File: src/rtl/fifo_uart_pkg.sv
// Shared definitions for the FIFO-fed UART transmitter.
package fifo_uart_pkg;

   typedef enum logic [2:0] {
      S_IDLE   = 3'd0,
      S_FETCH  = 3'd1,
      S_LOAD   = 3'd2,
      S_START  = 3'd3,
      S_DATA   = 3'd4,
      S_PARITY = 3'd5,
      S_STOP   = 3'd6
   } state_t;

   localparam int DATA_BITS            = 8;
   localparam int CLKS_PER_BIT_DEFAULT = 868;

endpackage

File: src/rtl/uart_baud_counter.sv
// Bit-period timer: counts 0..CLKS_PER_BIT-1 and flags the last cycle of each bit.
module uart_baud_counter
   import fifo_uart_pkg::*;
#(
   parameter int CLKS_PER_BIT = CLKS_PER_BIT_DEFAULT
) (
   input  logic clk,
   input  logic rst,
   input  logic clear,
   output logic tick
);

   localparam int            CW   = $clog2(CLKS_PER_BIT);
   localparam logic [CW-1:0] LAST = CW'(CLKS_PER_BIT - 1);

   logic [CW-1:0] count;

   always_ff @(posedge clk or posedge rst) begin
      if (rst)
         count <= '0;
      else if (clear || count == LAST)
         count <= '0;
      else
         count <= count + 1'b1;
   end

   assign tick = (count == LAST);

endmodule

File: src/rtl/fifo_uart_tx.sv
// Pops bytes from a synchronous FIFO and serialises them as UART frames.
//  state  | meaning
//  IDLE   | line at mark, waiting for tx_en and a non-empty FIFO
//  FETCH  | one-cycle FIFO pop
//  LOAD   | FIFO data captured into the shift register
//  START  | start bit (low)
//  DATA   | eight data bits, LSB first
//  PARITY | even parity bit (only when enabled)
//  STOP   | one or two stop bits (high)
module fifo_uart_tx
   import fifo_uart_pkg::*;
#(
   parameter int CLKS_PER_BIT = CLKS_PER_BIT_DEFAULT,
   parameter bit PARITY_EN    = 1'b0,
   parameter int STOP_BITS    = 1
) (
   input  logic        clk,
   input  logic        rst,
   input  logic        fifo_empty,
   input  logic [7:0]  fifo_data,
   output logic        fifo_rd_en,
   input  logic        tx_en,
   output logic        tx,
   output logic        busy,
   output logic        frame_done,
   output logic [15:0] frames_sent
);

   state_t     state, state_nxt;
   logic [7:0] shift;
   logic [2:0] bit_idx;
   logic       parity;
   logic       tick;
   logic       last_data;
   logic       last_stop;

   assign last_data = (bit_idx == 3'(DATA_BITS - 1));
   assign last_stop = (bit_idx == 3'(STOP_BITS - 1));

   uart_baud_counter #(.CLKS_PER_BIT(CLKS_PER_BIT)) u_baud (
      .clk   (clk),
      .rst   (rst),
      .clear (state_nxt != state),
      .tick  (tick)
   );

   always_ff @(posedge clk or posedge rst) begin
      if (rst)
         state <= S_IDLE;
      else
         state <= state_nxt;
   end

   always_comb begin
      state_nxt  = state;
      tx         = 1'b1;
      fifo_rd_en = 1'b0;
      busy       = (state != S_IDLE);
      frame_done = 1'b0;
      case (state)
         S_IDLE:   if (tx_en && !fifo_empty) state_nxt = S_FETCH;
         S_FETCH: begin
            fifo_rd_en = 1'b1;
            state_nxt  = S_LOAD;
         end
         S_LOAD:   state_nxt = S_START;
         S_START: begin
            tx = 1'b0;
            if (tick) state_nxt = S_DATA;
         end
         S_DATA: begin
            tx = shift[0];
            if (tick && last_data) state_nxt = PARITY_EN ? S_PARITY : S_STOP;
         end
         S_PARITY: begin
            tx = parity;
            if (tick) state_nxt = S_STOP;
         end
         S_STOP: begin
            if (tick && last_stop) begin
               frame_done = 1'b1;
               state_nxt  = S_IDLE;
            end
         end
         default:  state_nxt = S_IDLE;
      endcase
   end

   // bit_idx wraps to 0 after D7 and is then reused to count stop bits
   always_ff @(posedge clk or posedge rst) begin
      if (rst) begin
         shift       <= '0;
         bit_idx     <= '0;
         parity      <= 1'b0;
         frames_sent <= '0;
      end else begin
         case (state)
            S_LOAD: begin
               shift   <= fifo_data;
               bit_idx <= '0;
               parity  <= 1'b0;
            end
            S_DATA: begin
               if (tick) begin
                  shift   <= {1'b0, shift[7:1]};
                  parity  <= parity ^ shift[0];
                  bit_idx <= bit_idx + 1'b1;
               end
            end
            S_STOP: begin
               if (tick) bit_idx <= bit_idx + 1'b1;
               if (frame_done) frames_sent <= frames_sent + 16'd1;
            end
            default: ;
         endcase
      end
   end

endmodule

File: config.mk
export PLATFORM = sky130hd
export DESIGN_NAME = fifo_uart_tx
export DESIGN_NICKNAME = d
export VERILOG_FILES = /design/src/rtl/fifo_uart_pkg.sv /design/src/rtl/uart_baud_counter.sv /design/src/rtl/fifo_uart_tx.sv
export SDC_FILE = /design/constraint.sdc
export NUM_CORES = 1
export LEC_CHECK = 0
export ABC_AREA = 1
export CELL_PAD_IN_SITES_DETAIL_PLACEMENT = 0
export CELL_PAD_IN_SITES_GLOBAL_PLACEMENT = 1
export CORE_ASPECT_RATIO = 0.6
export CORE_MARGIN = 1.5
export CORE_UTILIZATION = 41
export DETAILED_ROUTE_END_ITERATION = 8
export PLACE_DENSITY_LB_ADDON = 0.1
export SYNTH_ARGS = -nofsm -noshare
export SYNTH_HDL_FRONTEND = slang
export SYNTH_SLANG_ARGS = --single-unit
File: constraint.sdc
create_clock -name clk -period 2.55 [get_ports clk]
set_clock_uncertainty 0.1 [all_clocks]
set_input_delay 0.51 -clock clk [delete_from_list [all_inputs] [get_ports clk]]
set_output_delay 0.51 -clock clk [all_outputs]
set_load 0.1 [all_outputs]
* Word level (Yosys, flattened, before mapping)
Index checks and enable logic that the tools add are counted.
** Cells by class
- Add/sub/neg operators :: 3
- Equality and inequality tests :: 11
- Mux-type cells :: 17
- Bitwise logic cells :: 1
- Reduce and logical (&&, ||, !) cells :: 14
** Operators by type and width (count)
- $pmux W3 S7 :: 1
- $mux W3 :: 6
- $add A16 B1 Y16 const B :: 1
- $pmux W8 S2 :: 1
- $eq A3 B3 Y1 const B :: 4
- $add A10 B1 Y10 const B :: 1
- $eq A10 B10 Y1 const B :: 1
- $mux W10 :: 1
- $mux W8 :: 1
- $eq A3 B2 Y1 const B :: 2
- $logic_not A3 Y1 :: 2
- $pmux W3 S2 :: 1
- $reduce_and A2 Y1 :: 3
- $mux W1 :: 4
- $reduce_bool A2 Y1 :: 2
- $add A3 B1 Y3 const B :: 1
- $eq A3 B1 Y1 const B :: 1
- $logic_and A1 B1 Y1 :: 3
- $ne A3 B3 Y1 :: 1
- $pmux W1 S3 :: 1
- $reduce_bool A3 Y1 :: 1
- $ne A2 B1 Y1 const B :: 1
- $ne A2 B2 Y1 const B :: 1
- $pmux W1 S2 :: 1
- other kinds (4) :: 4
** Storage, ports and cells
- Register bits after elaboration :: 41
- Input bits :: 12
- Output and inout port bits :: 20
- Word-level logic and storage cells :: 52

* Depth between registers and ports, before layout
- Depth after elaboration :: 7
- Depth in mapped cells :: 10
- Gate-level depth less buffers :: 9

* Hierarchy
A second synthesis with hierarchy kept.
** Second synthesis, totals
- Cell total of the unflattened synthesis :: 314
- Area, all modules :: 2456.1 um^2
** Modules (own cells, without submodules)
- fifo_uart_tx :: times used 1, cells an instance 241, area an instance 1868.0 um^2, sequential area each 775.7 um^2
- uart_baud_counter :: times used 1, cells an instance 73, area an instance 588.1 um^2, sequential area each 250.2 um^2

* Least setup slack after synthesis
OpenSTA, ideal clock, no wires.
- Path kind :: reg2reg
- Start point :: reg state[0]
- End point :: reg u_baud.count[4]
- Setup time :: 121 ps
- Arrival :: 3310 ps
- Data required time :: 2329 ps
- Slack :: -981 ps
- Cell stages (with the launch flop) :: 8
- Buffers on the path :: 0
- Clock period less this slack :: 3531 ps
- Cells stage by stage :: dfrtp_1 -> inv_2 -> nor3_1 -> inv_1 -> nand2_1 -> nor2_4 -> nand3_4 -> nor2_2
** On the way
- Longest elaborated chain between the ends :: 5
- Elaborated cells between the ends (all ways) :: 16
- Those cells by class :: eq/ne (7); mux (7); reduce/logical (2)
** RTL lines
- from (decl) :: line fifo_uart_tx.sv:29 : state_t state, state_nxt;
- from (signal assigned) :: line fifo_uart_tx.sv:51 : state <= state_nxt;
- $eq A3 B3 Y1 (tied with other cells) :: line fifo_uart_tx.sv:60 : case (state)
- $pmux W3 S7 :: line fifo_uart_tx.sv:60
- $ne A3 B3 Y1 * :: line fifo_uart_tx.sv:43 : .clear (state_nxt != state),
- $logic_or A1 B1 Y1 * :: line uart_baud_counter.sv:21 : else if (clear || count == LAST)
- $mux W10 * :: line uart_baud_counter.sv:21
- to (signal assigned) :: line uart_baud_counter.sv:24 : count <= count + 1'b1;
- to (decl) :: line uart_baud_counter.sv:16 : logic [CW-1:0] count;
Mark *: on every way between the ends. The rest lies on a longest branch, timed or not.
A chain may end at the register's enable or synchronous reset.

* Worst setup path after layout
- Start point :: reg u_baud.count[0]
- End point :: out frame_done
** On the way
- Longest elaborated chain between the ends :: 4
** RTL lines
- $eq A10 B10 Y1 :: line uart_baud_counter.sv:27 : assign tick = (count == LAST);
- $logic_and A1 B1 Y1 :: line fifo_uart_tx.sv:80 : if (tick && last_stop) begin
- $mux W1 :: line fifo_uart_tx.sv:80
- $mux W1 :: line fifo_uart_tx.sv:60
- to (decl) :: line fifo_uart_tx.sv:25 : output logic frame_done,
No other way between the ends.

==> impl_results.md <==
* Buf/Inv on CP at 3
* Worst slew margin at ~64%
* Routability cong. at 0.790
* Post-Syn Area per Cell at approximately 8.6 µm²
* Critical path, cell by cell: ha_2 > nand2_1 > nor2_4 > nand3_4 > clkinv_2 > nand3_4 > inv_6 > buf_12
* Max-Cap Viols at 0
* Register area share after synthesis at 43.3%
* Clock slew at reported path FFs at 0.07 ns
* Clk root buf: clkbuf_8
* Net count after synthesis at 294
* P&R area growth vs syn at 21.9%
* Top cells by count, synth: nand2_1, dfrtp_1, inv_1, nor2_1, o21ai_0
* Worst-skew pair later-pin latency at approximately 0.29 ns
* Leak Pwr at 0.00135 µW
* WL final at ~5000 µm
* Total Nets Final at about 330
* CTS H-tree lvls at 2
* Initial antenna violation count at 0
* Least-Margin Pin Slew at roughly 0.53 ns
* Critical path peak fanout at 6
* Hold Path Class: reg -> reg
* Antenna Cells at 0
* Post-synth EDFFs at 0
* Most frequent cell after synthesis: nand2_1
* Levels on crit path at 8
* Critical path class: reg -> out
* Register-to-Register Path Depth at 9
* Max-slew violations at 0
* Layout cells sized above 1 at about a quarter
* Synth unique cells at 29
* Yosys reg bits at 41
* Top cells by area, synth: dfrtp_1, nand2_1, xor2_1, inv_1, o21ai_0
* Placeable Area at around 5600 µm²
* Power per cell area at around 400 nW/µm²
* Final hold vios at 0
* Num CTS Buffers at 5
* DR pass1 iterations at 6
* Final Critical Period at 2.34 ns
* Achievable frequency at around 430 MHz
* Top cell by count, worst path: nand3_4
* First-pass GRT wire length at 8290 µm
* Crit path largest cell delay at ~0.4 ns
* Routed len/inst at 12.6 µm
* GRT Residual Overflow at 0
* CP max stage cell: dfrtp_1
* Die Ht at approximately 62 µm
* Die area at between 6000 and 7000 µm²
* Post-CTS Hold Buffers at 0
* Cell Area, Synth at roughly 2400 µm²
* Unrepaired setup endpoints after global routing: false
* DR vias at roughly 1800
* Async S/R FF share, synth at 100%
* Post-synth top area cell: dfrtp_1
* Final period util at 91.6%
* Syn Inst Count at 277
* Starting density of the core at 42.5%
* Rows at 21
* I/O pin count at 32
* YS warnings at 0
* CP Launch Type: flip-flop
* Final instance area at approximately 2900 µm²
* Status: completed
* PortBufs at 31
* Yosys top cell area share at between 40% and 50%
* Sink Count at just over 40
* 1st-iter DRT viols at 85
* Prevailing post-synth register cell: dfrtp_1
* Overall Power at 1160 µW
* TritonCTS clock tree: built
* Arrival @ worst endpoint at 1.73 ns
* DRC Markers at 0
* Crit path capture type: primary output
* Remaining antenna violation count at 0
* Detailed Place HPWL at ~3900 µm
* Final setup violation count at 0
* Vias in the first global route at 1603
* Clk buf depth at 2
* Die width at between 100 and 150 µm
* Via density at around 4.6
* GRT Total Usage at between 10% and 20%
* VDD IR max at approximately 0.24 mV
* Largest net degree at the start of global routing at 23
* Area after DPL at approximately 2800 µm²
* Critical Path RT at 1.94 ns
* Crit-path leading delay family: simple AND/OR/NAND/NOR gates
* Hold depth at 1
routing by layer:
layer  GRT usage, %  up-vias  part of all wire (%)
li1               -      970                     -
met1           31.1      807                    60
met2           19.9       33                    35
met3           4.25        5                   4.7
met4           4.76        0                   1.0
met5              0        -                     0
cell type report:
cell class | instances | area (µm²)
Multi-Input combinational cell | 195 | 1180
Clock buffer | 7 | 96.3
Inverter | 38 | 149
Fill cell | 533 | 2680
Clock inverter | 1 | 5.00
Timing Repair Buffer | 36 | 335
Sequential cell | 41 | 1030
Tap cell | 80 | 100
what timing repair did:
item                                    CTS  global route
hold endpoints to repair                  0             0
endpoints found under the setup margin    0             1
buffers inserted                          0             1
resized for setup                         0             2
stage by stage:
stage	util [%]	instances	hold WS, ns	setup WS [ns]	TNS (ns)
5_1_grt	51.8	398	0.412	0.0744	0
4_1_cts	51.6	397	0.392	0.0370	0
3_5_place_dp	49.8	389	0.382	0.368	0
6_report	51.8	398	0.403	0.213	0
2_1_floorplan	-	277	0.362	-0.340	-0.521
3_3_place_gp	49.8	389	0.376	0.423	0
final timing paths:
kind                                  from              end  slack, ns
max reg2reg                u_baud.count[0]   frames_sent[2]       0.69
max                        u_baud.count[0]       frame_done       0.21
min                        u_baud.count[0]  u_baud.count[0]       0.40
min in group asynchronous              rst   frames_sent[2]       0.44
min reg2reg                u_baud.count[0]  u_baud.count[0]       0.40
max in group asynchronous              rst         shift[5]       1.35
cells in the final DEF (no fill, tap or decap), drive strengths merged:
master         netlist  layout
ha                   5       5
dfrtp               41      41
nand3               20      20
xor2                16      16
inv                 37      37
nor3                 9       9
nand2               65      65
clkbuf               0       7
o21ai               20      20
clkdlybuf4s50        0      11
xnor2                4       4
nand4                8       8
a21oi                1       1
nor2                39      39
clkinv               1       2
buf                  3      25
o211ai               8       8
kinds of logic after synthesis:
group           share of synthesized area, %
simple gates                            30.7
buf+inv                                 7.81
flops                                   43.3
compound gates                          8.18
xor+xnor                                7.39
fa+ha+maj                               2.64
power breakdown:
group / switching [µW] / total, µW / internal (µW)
clock: 214 / 459 / 244
combinational: 20.6 / 40.8 / 20.2
sequential: 1.78 / 658 / 656
sequential cells by signal, indices dropped and copies added, names as in the netlist:
register and cells:
parity 1, shift 8, state 3, frames_sent 16
bit_idx 3, u_baud.count 10
worst reg2reg max path, stage by stage (launching register included):
cell      delay, ns
dfrtp_1        0.41
ha_2           0.23
nand2_1        0.09
nor2_4         0.13
nand3_4        0.13
clkinv_2       0.11
nand3_4        0.10
buf_4          0.19
nor2_1         0.15
xor2_1         0.16
Power figures use the tool's default switching activity.
